## src/rtl/i2s_rx_fifo.sv

```systemverilog
// sync_fifo: generic single-clock FIFO with a first-word-fall-through read port.
// Latency: a write is visible on rd_dat one cycle later; no write-to-read bypass.
// Backpressure: caller writes only when !full or reading in the same cycle; reads only when !empty.
module sync_fifo #(
    parameter int DW = 64,
    parameter int AW = 3
) (
    input  logic          clk,
    input  logic          rst_n,
    input  logic          wr_en,
    input  logic [DW-1:0] wr_dat,
    input  logic          rd_en,
    output logic [DW-1:0] rd_dat,
    output logic [AW:0]   count,
    output logic          full,
    output logic          empty
);
    localparam int DEPTH = 1 << AW;
    localparam logic [AW:0] FULL_CNT = (AW + 1)'(DEPTH);

    logic [DW-1:0] mem [DEPTH];
    logic [AW-1:0] wr_ptr;
    logic [AW-1:0] rd_ptr;
    logic [AW:0]   cnt;

    // Storage array: plain registers, contents need no reset.
    always_ff @(posedge clk) begin
        if (wr_en) begin
            mem[wr_ptr] <= wr_dat;
        end
    end

    // Pointers wrap naturally at DEPTH; occupancy moves only on write-xor-read.
    always_ff @(posedge clk or negedge rst_n) begin
        if (!rst_n) begin
            wr_ptr <= '0;
            rd_ptr <= '0;
            cnt    <= '0;
        end else begin
            if (wr_en) begin
                wr_ptr <= wr_ptr + 1'b1;
            end
            if (rd_en) begin
                rd_ptr <= rd_ptr + 1'b1;
            end
            case ({wr_en, rd_en})
                2'b10:   cnt <= cnt + 1'b1;
                2'b01:   cnt <= cnt - 1'b1;
                default: cnt <= cnt;
            endcase
        end
    end

    assign rd_dat = mem[rd_ptr];
    assign count  = cnt;
    assign full   = (cnt == FULL_CNT);
    assign empty  = (cnt == '0);

endmodule

// i2s_rx_fifo: captures each completed stereo frame (lrclk fall) and queues {left,right}.
// Latency: capture strobe one cycle after the lrclk falling edge, frame on m_data one cycle after that.
// Backpressure: m_valid/m_ready stream; frames arriving while full are dropped and flagged in sticky overflow.
module i2s_rx_fifo #(
    parameter int AUDIO_DW   = 32,
    parameter int DEPTH_LOG2 = 3
) (
    input  logic                  sclk,
    input  logic                  rst_n,
    input  logic                  lrclk,
    input  logic [AUDIO_DW-1:0]   left_chan,
    input  logic [AUDIO_DW-1:0]   right_chan,
    input  logic                  enable,
    output logic                  m_valid,
    input  logic                  m_ready,
    output logic [2*AUDIO_DW-1:0] m_data,
    output logic [DEPTH_LOG2:0]   level,
    output logic                  overflow,
    input  logic                  clr_overflow
);
    logic lrclk_r;
    logic nedge;
    logic cap;
    logic full;
    logic empty;
    logic push;
    logic pop;
    logic drop;
    logic ovf_q;

    // lrclk_r resets low so an lrclk already low at reset release never looks like a fall.
    assign nedge = lrclk_r & ~lrclk;

    // Edge detector and capture strobe; the receiver refreshes its samples on the nedge
    // clock edge, so the words are only stable one cycle later.
    always_ff @(posedge sclk or negedge rst_n) begin
        if (!rst_n) begin
            lrclk_r <= 1'b0;
            cap     <= 1'b0;
        end else begin
            lrclk_r <= lrclk;
            cap     <= nedge;
        end
    end

    // A full FIFO still accepts a frame when the head leaves in the same cycle.
    assign m_valid = ~empty;
    assign pop     = m_valid & m_ready;
    assign push    = cap & enable & (~full | pop);
    assign drop    = cap & enable & full & ~pop;

    // Sticky overflow; a drop wins over a clear landing in the same cycle.
    always_ff @(posedge sclk or negedge rst_n) begin
        if (!rst_n) begin
            ovf_q <= 1'b0;
        end else if (drop) begin
            ovf_q <= 1'b1;
        end else if (clr_overflow) begin
            ovf_q <= 1'b0;
        end
    end

    assign overflow = ovf_q;

    sync_fifo #(
        .DW (2 * AUDIO_DW),
        .AW (DEPTH_LOG2)
    ) u_fifo (
        .clk    (sclk),
        .rst_n  (rst_n),
        .wr_en  (push),
        .wr_dat ({left_chan, right_chan}),
        .rd_en  (pop),
        .rd_dat (m_data),
        .count  (level),
        .full   (full),
        .empty  (empty)
    );

endmodule

```

## config.mk

```make
export PLATFORM = sky130hd
export DESIGN_NAME = i2s_rx_fifo
export DESIGN_NICKNAME = d
export VERILOG_FILES = /design/src/rtl/i2s_rx_fifo.sv
export SDC_FILE = /design/constraint.sdc
export NUM_CORES = 1
export LEC_CHECK = 0
export ABC_AREA = 1
export ABC_CLOCK_PERIOD_IN_PS = 5500
export BUFFER_PORTS_ARGS = -buffer_cell sky130_fd_sc_hd__buf_4
export CAP_MARGIN = 20
export CORE_UTILIZATION = 56
export CTS_CLUSTER_SIZE = 28
export DETAILED_ROUTE_END_ITERATION = 10
export HOLD_SLACK_MARGIN = 0.06
export PLACE_DENSITY_LB_ADDON = 0.3
export SLEW_MARGIN = 20
export SYNTH_ARGS = -nofsm -noshare
export SYNTH_HDL_FRONTEND = slang
export SYNTH_SLANG_ARGS = --single-unit
```

## constraint.sdc

```tcl
create_clock -name sclk -period 5.5 [get_ports sclk]
set_clock_uncertainty 0.15 [all_clocks]
set_input_delay 0.825 -clock sclk [delete_from_list [all_inputs] [get_ports sclk]]
set_output_delay 0.825 -clock sclk [all_outputs]
set_load 0.01 [all_outputs]
```

# Word-level counts from Yosys, hierarchy flattened
# Memory sizes are Yosys's and may differ from the RTL's.
# Index checks and enable logic that the tools add are counted.
op_classes:
  addsub: 4
  n_eq_ne: 3
  mux: 5
  n_bitwise: 11
  reduce_logical: 3
ops:
  columns: ["cell", "n"]
  rows:
  - ["$pmux 4 s2", 1]
  - ["$add 3x1->3 const B", 2]
  - ["$and 1x1->1", 6]
  - ["$add 4x1->4 const B", 1]
  - ["$eq 4x4->1 const B", 1]
  - ["$logic_not 4->1", 1]
  - ["$mux 1", 4]
  - ["$not 1->1", 4]
  - ["$reduce_bool 2->1", 2]
  - ["$sub 4x1->4 const B", 1]
  - ["$eq 2x1->1 const B", 1]
  - ["$eq 2x2->1 const B", 1]
  - ["$or 1x1->1", 1]
word_totals:
  register_bits: 13
  mem_bits_rw: 512
  input_bits: 70
  out_inout_bits: 70
  wordCells: 33
  mem_count: 1
mem_list:
  columns: ["memory", "words", "width", "rd", "rd_clocked_by_memory_dff", "wr", "line_no", "rtl"]
  rows:
  - ["u_fifo.mem", 8, 64, 1, 0, 1, "21", "logic [DW-1:0] mem [DEPTH];"]

# Logic depth before layout (Yosys ltp)
# Gate-level depths: netlist of run 1.
depth:
  depth_word: 7
  mapped_depth: 13

# Hierarchy
# A second synthesis of run 1 with hierarchy kept.
unflattened:
  cells_unflattened: 1536
  area_unflattened_um2: 20504.7
by_module_without_submodules:
  columns: ["module", "instances", "cells_each", "area_per_inst_um2", "seq_area_each_um2"]
  rows:
  - ["sync_fifo", 1, 1520, 20377.0, 15625.0]
  - ["i2s_rx_fifo", 1, 16, 127.6, 75.1]

# Worst setup path after synthesis of run 1
# No wires, ideal clock.
synth_path:
  kind: "input port to flip-flop"
  from: "input port m_ready"
  to: "memory u_fifo.mem[0][0], enable pin"
  setup_ps: 486
  t_arrival_ps: 4045
  required_ps: 4864
  setup_slack_ps: 819
  path_stages: 5
  path_cell_list: "nor2_1 > nand3_1 > nand2_1 > or2_2 > nor2_1"
synth_between:
  elab_chain_cells: 5
synth_lines:
  columns: ["item", "line_no", "rtl"]
  rows:
  - ["from (decl)", "75", "input logic m_ready,"]
  - ["$and 1x1->1", "108", "assign pop = m_valid & m_ready;"]
  - ["$or 1x1->1", "109", "assign push = cap & enable & (~full | pop);"]
  - ["$and 1x1->1", "109", null]
  - ["$mux 1", "28", "if (wr_en) begin"]
  - ["$mux 1 (implied by the code)", "29", "mem[wr_ptr] <= wr_dat;"]
  - ["to (decl)", "21", null]
# Every way passes these cells.

# Worst setup path in the final report of run 1
layout_path:
  from: "register u_fifo.rd_ptr[0]"
  to: "output port m_data[21]"
layout_between:
  elab_chain_cells: 1
layout_lines:
  columns: ["item", "line_no", "rtl"]
  rows:
  - ["from (decl)", "23", "logic [AW-1:0] rd_ptr;"]
  - ["from (signal assigned)", "44", "rd_ptr <= rd_ptr + 1'b1;"]
  - ["$mem_v2 8x64", null, null]
  - ["to (decl)", "76", "output logic [2*AUDIO_DW-1:0] m_data,"]
# Every way passes these cells.

==> impl_metrics.toml, run 1 <==
[synth]
synthSimpleGateAreaFrac = 0.113
synth_cell_type_count = 22
synth.area.mux_share = 0
yosysWarnings = 0
synth-compound-area-share = 0.0945
synth_xor_area_frac = 0.00254
yosysSeqAreaShare = 0.760
post_synth.cell_area_avg_sq_um = 12.4
synth_top_family_by_area = "simple AND/OR/NAND/NOR gates"
async_flop_share = 0.0248
yosys.area.top_type = "edfxtp_1"
synthAdderAreaFrac = 0.00303
synth_edf_count = 512
syn_nets = 1738
yosys-top-cells-count = "edfxtp_1 (512), nor2_1 (397), o21ai_0 (264), nand2_1 (219), o21ai_1 (124)"
netlist_area_sq_um = 20700
synth.most_common_cell = "edfxtp_1"
synth_top_area_share = 0.744
yosys-top-cells-area = "edfxtp_1 (74%), nor2_1 (7.2%), o21ai_0 (6.4%)"
syn_inst = 1663
synth-main-ff-cell = "edfxtp_1"
synth_seq_cells = 525

[floorplan]
start_util = 0.575
die_w_um = 194
die_h_um = 194
core_region_area_sq_um = 35900
die_area_sq_um = 37700
fp-row-count = 69
num_io_pins = 140

[timing]
tightest_slew_ps = 1080
finalHoldViolCount = 0
period_share = 0.756
rsz0062_at_grt = "false"
fin_crit_ps = 4160
timing.slew.headroom = 0.280
max_freq_mhz = 241
tns_ps = 0
worst_slack_ps = 1340
slew_violations = 0
setup_viol = 0

[critical_path]
worst_setup_path_end_kind = "primary output"
cp.arrival_ps = 3180
worstSetupPathType = "register to primary output"
critPathMaxFanout = 117
crit_path_max_incr_delay_ps = 750
crit_slowest_cell = "inv_6"
crit_chain = "inv_6, buf_4, nor2_1, o21ai_0, nand2_1, nand2_1, buf_4"
cp.required_ps = 4530
start_kind = "register"

[route]
avgRoutedWirePerCell_um = 19.2
drt-total-wl_um = 43900
drtPass1Iterations = 5
viasPerCell = 5.62
vias = 12823
first_iter_violations = 1104
drc = 0
ant_nets = 0

[global_route]
grt_pass1_vias = 12674
grt_max_degree = 118
grt_usage = 0.235
grt_pass1_wl_um = 68600
antenna_found_initial = 1
grt_overflow = 0

[cts]
htree_num_levels = 2
path_clk_slew_ps = 60
clk_latency_ps = 570
clock-sinks = 525
cts_buffers = 51
root_buffer = "clkbuf_16"
clockBufferDepth = 3
cts_tree = "built"
post_cts_resized = 0

[pwr]
vdd_drop_max_mv = 0.442
leakage_nw = 8.33
p_total_mw = 12.1
power.density_nw_per_um2 = 511

[outcome]
outcome = "completed"

[place]
dp_cells = 2186
port_buffers = 139
globalplace.congestion = 0.753
dpl_worst_slack_ps = 1860
hpwl_um = 22200

[cells_and_area]
fin_nets = 1854
final_util = 0.661
drive_gt1_frac = 0.135
syn2layout_area_growth_pct = 14.9
layoutNonFillerInstCount = 2282

[min_path]
hold_path.class = "input pin to register"

[flow_run]
cap_violations = 0
-- area by class of cell --
| class | instances | area [sq um] |
|---|---|---|
| inverter | 17 | 68.8 |
| tap | 461 | 577 |
| antenna | 1 | 2.50 |
| clock buffer | 64 | 1350 |
| clock inverter | 30 | 284 |
| fill | 2542 | 12200 |
| multi-input combinational | 1023 | 4470 |
| timing repair buffer | 161 | 1290 |
| sequential | 525 | 15700 |
-- final timing paths --
path,start,to,slack [ps],cells past startpoint
worst max-delay path,u_fifo.rd_ptr[0],m_data[21],1340,7
worst min-delay path,lrclk,lrclk_r,220,1
worst max register to register,u_fifo.count[1],u_fifo.mem[2][23],2550,6
worst min register to register,lrclk_r,cap,330,2
max in group asynchronous,rst_n,u_fifo.rd_ptr[0],4490,2
min in group asynchronous,rst_n,u_fifo.wr_ptr[1],510,2
-- sequential cells by signal (all words and copies together), names as in the netlist --
register and flops:
u_fifo.mem 512, u_fifo.wr_ptr 3, u_fifo.count 4, u_fifo.rd_ptr 3, lrclk_r 1, overflow 1
cap 1
-- report_power, final --
part	total [mW]	switching, mW	internal [mW]
Combinational	3.96	2.52	1.44
Clock	3.39	1.42	1.97
Sequential	4.80	0.239	4.56
-- placed cells by master (no fill, tap or decap), types with 2 or more instances in the layout --
| master | n |
|---|---|
| edfxtp_1 | 512 |
| nor2_1 | 389 |
| o21ai_0 | 264 |
| nand2_1 | 219 |
| buf_4 | 153 |
| o21ai_1 | 124 |
| clkbuf_16 | 52 |
| inv_1 | 15 |
| clkbuf_1 | 12 |
| clkinv_2 | 11 |
| dfrtp_1 | 10 |
| clkinv_1 | 10 |
| nor2_4 | 8 |
| buf_12 | 6 |
| nand3_1 | 5 |
| xor2_1 | 5 |
| ha_1 | 5 |
| bufinv_16 | 5 |
| inv_6 | 2 |
| dfrtp_4 | 2 |
-- per-layer routing --
layer | GRT usage | wire, um
met5 | 0 | 0
met4 | 0.0873 | 1310
met3 | 0.0456 | 2660
met2 | 0.394 | 21900
met1 | 0.306 | 18000
-- stage by stage --
step           hold WS, ps  area, sq um
6_report               225        23700
4_1_cts                200        23700
5_1_grt                201        23700
3_3_place_gp           296        22100
2_1_floorplan          284        20700
3_5_place_dp           320        22100
-- critical path: cells and delay by family (launching register included) --
kind / cells / cell delay, ps
AND/OR/NAND/NOR: 3 / 310
buffers and inverters: 3 / 1360
flip-flops: 1 / 720
AO/OA/AOI/OAI: 1 / 190
-- cells by family after synthesis --
logic type	count (synthesis)
DFF	525
and+or+nand+nor	622
adders and majority gates	5
AOI/OAI and AO/OA	390
xor gates and xnor gates	6
buffers and inverters	115
-- timing repair --
item / CTS / global route
endpoints found under the hold margin: 13 / 0
buffers inserted: 0 / 0
hold buffers: 1 / 0
setup endpoints to repair: 0 / 0
Power figures use the tool's default switching activity.
==> run 2: changes to the inputs <==
--- a/config.mk
+++ b/config.mk
@@ -6,7 +6,7 @@
 export NUM_CORES = 1
 export LEC_CHECK = 0
 export ABC_AREA = 1
-export ABC_CLOCK_PERIOD_IN_PS = 5500
+export ABC_CLOCK_PERIOD_IN_PS = 4200
 export BUFFER_PORTS_ARGS = -buffer_cell sky130_fd_sc_hd__buf_4
 export CAP_MARGIN = 20
 export CORE_UTILIZATION = 56
==> constraint.sdc (replaced) <==
create_clock -name sclk -period 4.2 [get_ports sclk]
set_clock_uncertainty 0.15 [all_clocks]
set_input_delay 0.63 -clock sclk [delete_from_list [all_inputs] [get_ports sclk]]
set_output_delay 0.63 -clock sclk [all_outputs]
set_load 0.01 [all_outputs]
==> impl_metrics.toml, run 2 (synthesis gave the netlist of run 1 again) <==
[pwr]
p_total_mw = 15.8
power.internal_mw = 10.3
power_frac_seq = 0.392
p_sw_frac = 0.343
power_frac_comb = 0.341
power.switching_mw = 5.40
power.density_nw_per_um2 = 664
clkPwrFrac = 0.267
vdd_drop_max_mv = 0.815
leakage_nw = 8.33

[cells_and_area]
stdcell_area_sq_um = 23700
layoutNonFillerInstCount = 2283
layout_common_cells = "edfxtp_1 (512), nor2_1 (389), o21ai_0 (264), nand2_1 (219), buf_4 (160)"
layout_commonest_cell = "edfxtp_1"
largest_register_ffs = 512
fin_nets = 1865
syn2layout_area_growth_pct = 14.9
regMostFlops = "u_fifo.mem"
drive_gt1_frac = 0.133

[cts]
clk_latency_ps = 560
path_clk_slew_ps = 60
post_cts_resized = 0
root_buffer = "clkbuf_16"
cts_buffers = 52
htree_num_levels = 2
clock-sinks = 525
clockBufferDepth = 3
cts_tree = "built"

[timing]
fin_crit_ps = 3610
tightest_slew_ps = 1220
tns_ps = 0
rsz0062_at_grt = "false"
timing.slew.headroom = 0.188
finalHoldViolCount = 0
max_freq_mhz = 277
setup_viol = 0
slew_violations = 0
period_share = 0.860

[route]
avgRoutedWirePerCell_um = 19.0
ant_nets = 0
vias = 12825
drtPass1Iterations = 5
drc = 0
drt-total-wl_um = 43500
viasPerCell = 5.62
first_iter_violations = 1093

[global_route]
grt_pass1_wl_um = 68200
grt_pass1_vias = 12538
grt_usage = 0.233
antenna_found_initial = 1
grt_overflow = 0
grt_max_degree = 258

[floorplan]
die_w_um = 194
fp-row-count = 69
num_io_pins = 140
die_h_um = 194
start_util = 0.575
die_area_sq_um = 37700
core_region_area_sq_um = 35900

[critical_path]
start_kind = "register"
worstSetupPathType = "register to primary output"
critPathMaxFanout = 257
worst_setup_path_end_kind = "primary output"
cp.arrival_ps = 2830
cp.required_ps = 3420

[place]
port_buffers = 139
globalplace.congestion = 0.766
hpwl_um = 22400
place_area_sq_um = 22200
dp_cells = 2195

[flow_run]
cap_violations = 0

[outcome]
outcome = "completed"

[min_path]
hold_path.class = "input pin to register"
-- run 2: cell count changes in the layout (fill, tap and decap cells not counted), moves of 3 or more --
| cell | before | now |
|---|---|---|
| bufinv_16 | 5 | 2 |
| clkbuf_1 | 12 | 16 |
| buf_12 | 6 | 9 |
| clkinv_2 | 11 | 4 |
| buf_4 | 153 | 160 |
-- run 2: timing repair --
item | in CTS | in global routing
endpoints found under the hold margin | 15 | 0
setup buffers | 0 | 0
hold buffers | 2 | 0
-- run 2: critical path, cell delays in order, from the launching register on --
cell and delay, ps:
dfrtp_4 450, buf_12 670, nor2_1 130, nor2_1 110, o21ai_0 90, o21ai_0 110
nand2_1 60, nand2_1 170, buf_4 140
-- run 2: layer usage --
metal	part of all wire	track usage	vias to the layer above
li1	-	-	6107
met1	0.42	0.314	6301
met2	0.49	0.390	352
met3	0.064	0.0414	65
met4	0.022	0.0673	0
met5	0	0	-
-- run 2: final cells by class --
| cell class | instances | area (sq um) |
|---|---|---|
| antenna | 1 | 2.50 |
| fill | 2598 | 12200 |
| inverter | 17 | 68.8 |
| sequential | 525 | 15700 |
| clock inverter | 16 | 123 |
| multi-input combinational | 1023 | 4470 |
| timing repair buffer | 171 | 1400 |
| clock buffer | 69 | 1390 |
| tap | 461 | 577 |
-- run 2: final timing paths --
check | from | endpoint | slack [ps] | cells after the start
hold reg to reg | lrclk_r | cap | 320 | 2
max in group asynchronous | rst_n | u_fifo.rd_ptr[0] | 3410 | 2
hold / removal | clr_overflow | overflow | 120 | 2
setup / recovery | u_fifo.rd_ptr[0] | m_data[55] | 590 | 8
min in group asynchronous | rst_n | u_fifo.count[3] | 310 | 2
setup reg to reg | u_fifo.count[1] | u_fifo.mem[1][28] | 1520 | 7
-- run 2: power by group through the flow --
stage	sequential, mW	combinational, mW	clock, mW
2_1_floorplan	6.17	3.51	0
3_3_place_gp	6.27	5.26	0
3_5_place_dp	6.28	5.39	0
4_1_cts	6.17	5.42	4.26
5_1_grt	6.20	6.00	4.47
6_report	6.17	5.37	4.20
-- run 2: metrics by stage --
| step | utilization | setup slack, ps | hold slack [ps] |
|---|---|---|---|
| floorplan | - | -286 | 184 |
| global placement | 0.618 | 1350 | 295 |
| detailed placement | 0.618 | 1310 | 306 |
| CTS | 0.661 | 639 | 90.9 |
| global route | 0.661 | 506 | 118 |
| finish | 0.661 | 588 | 119 |
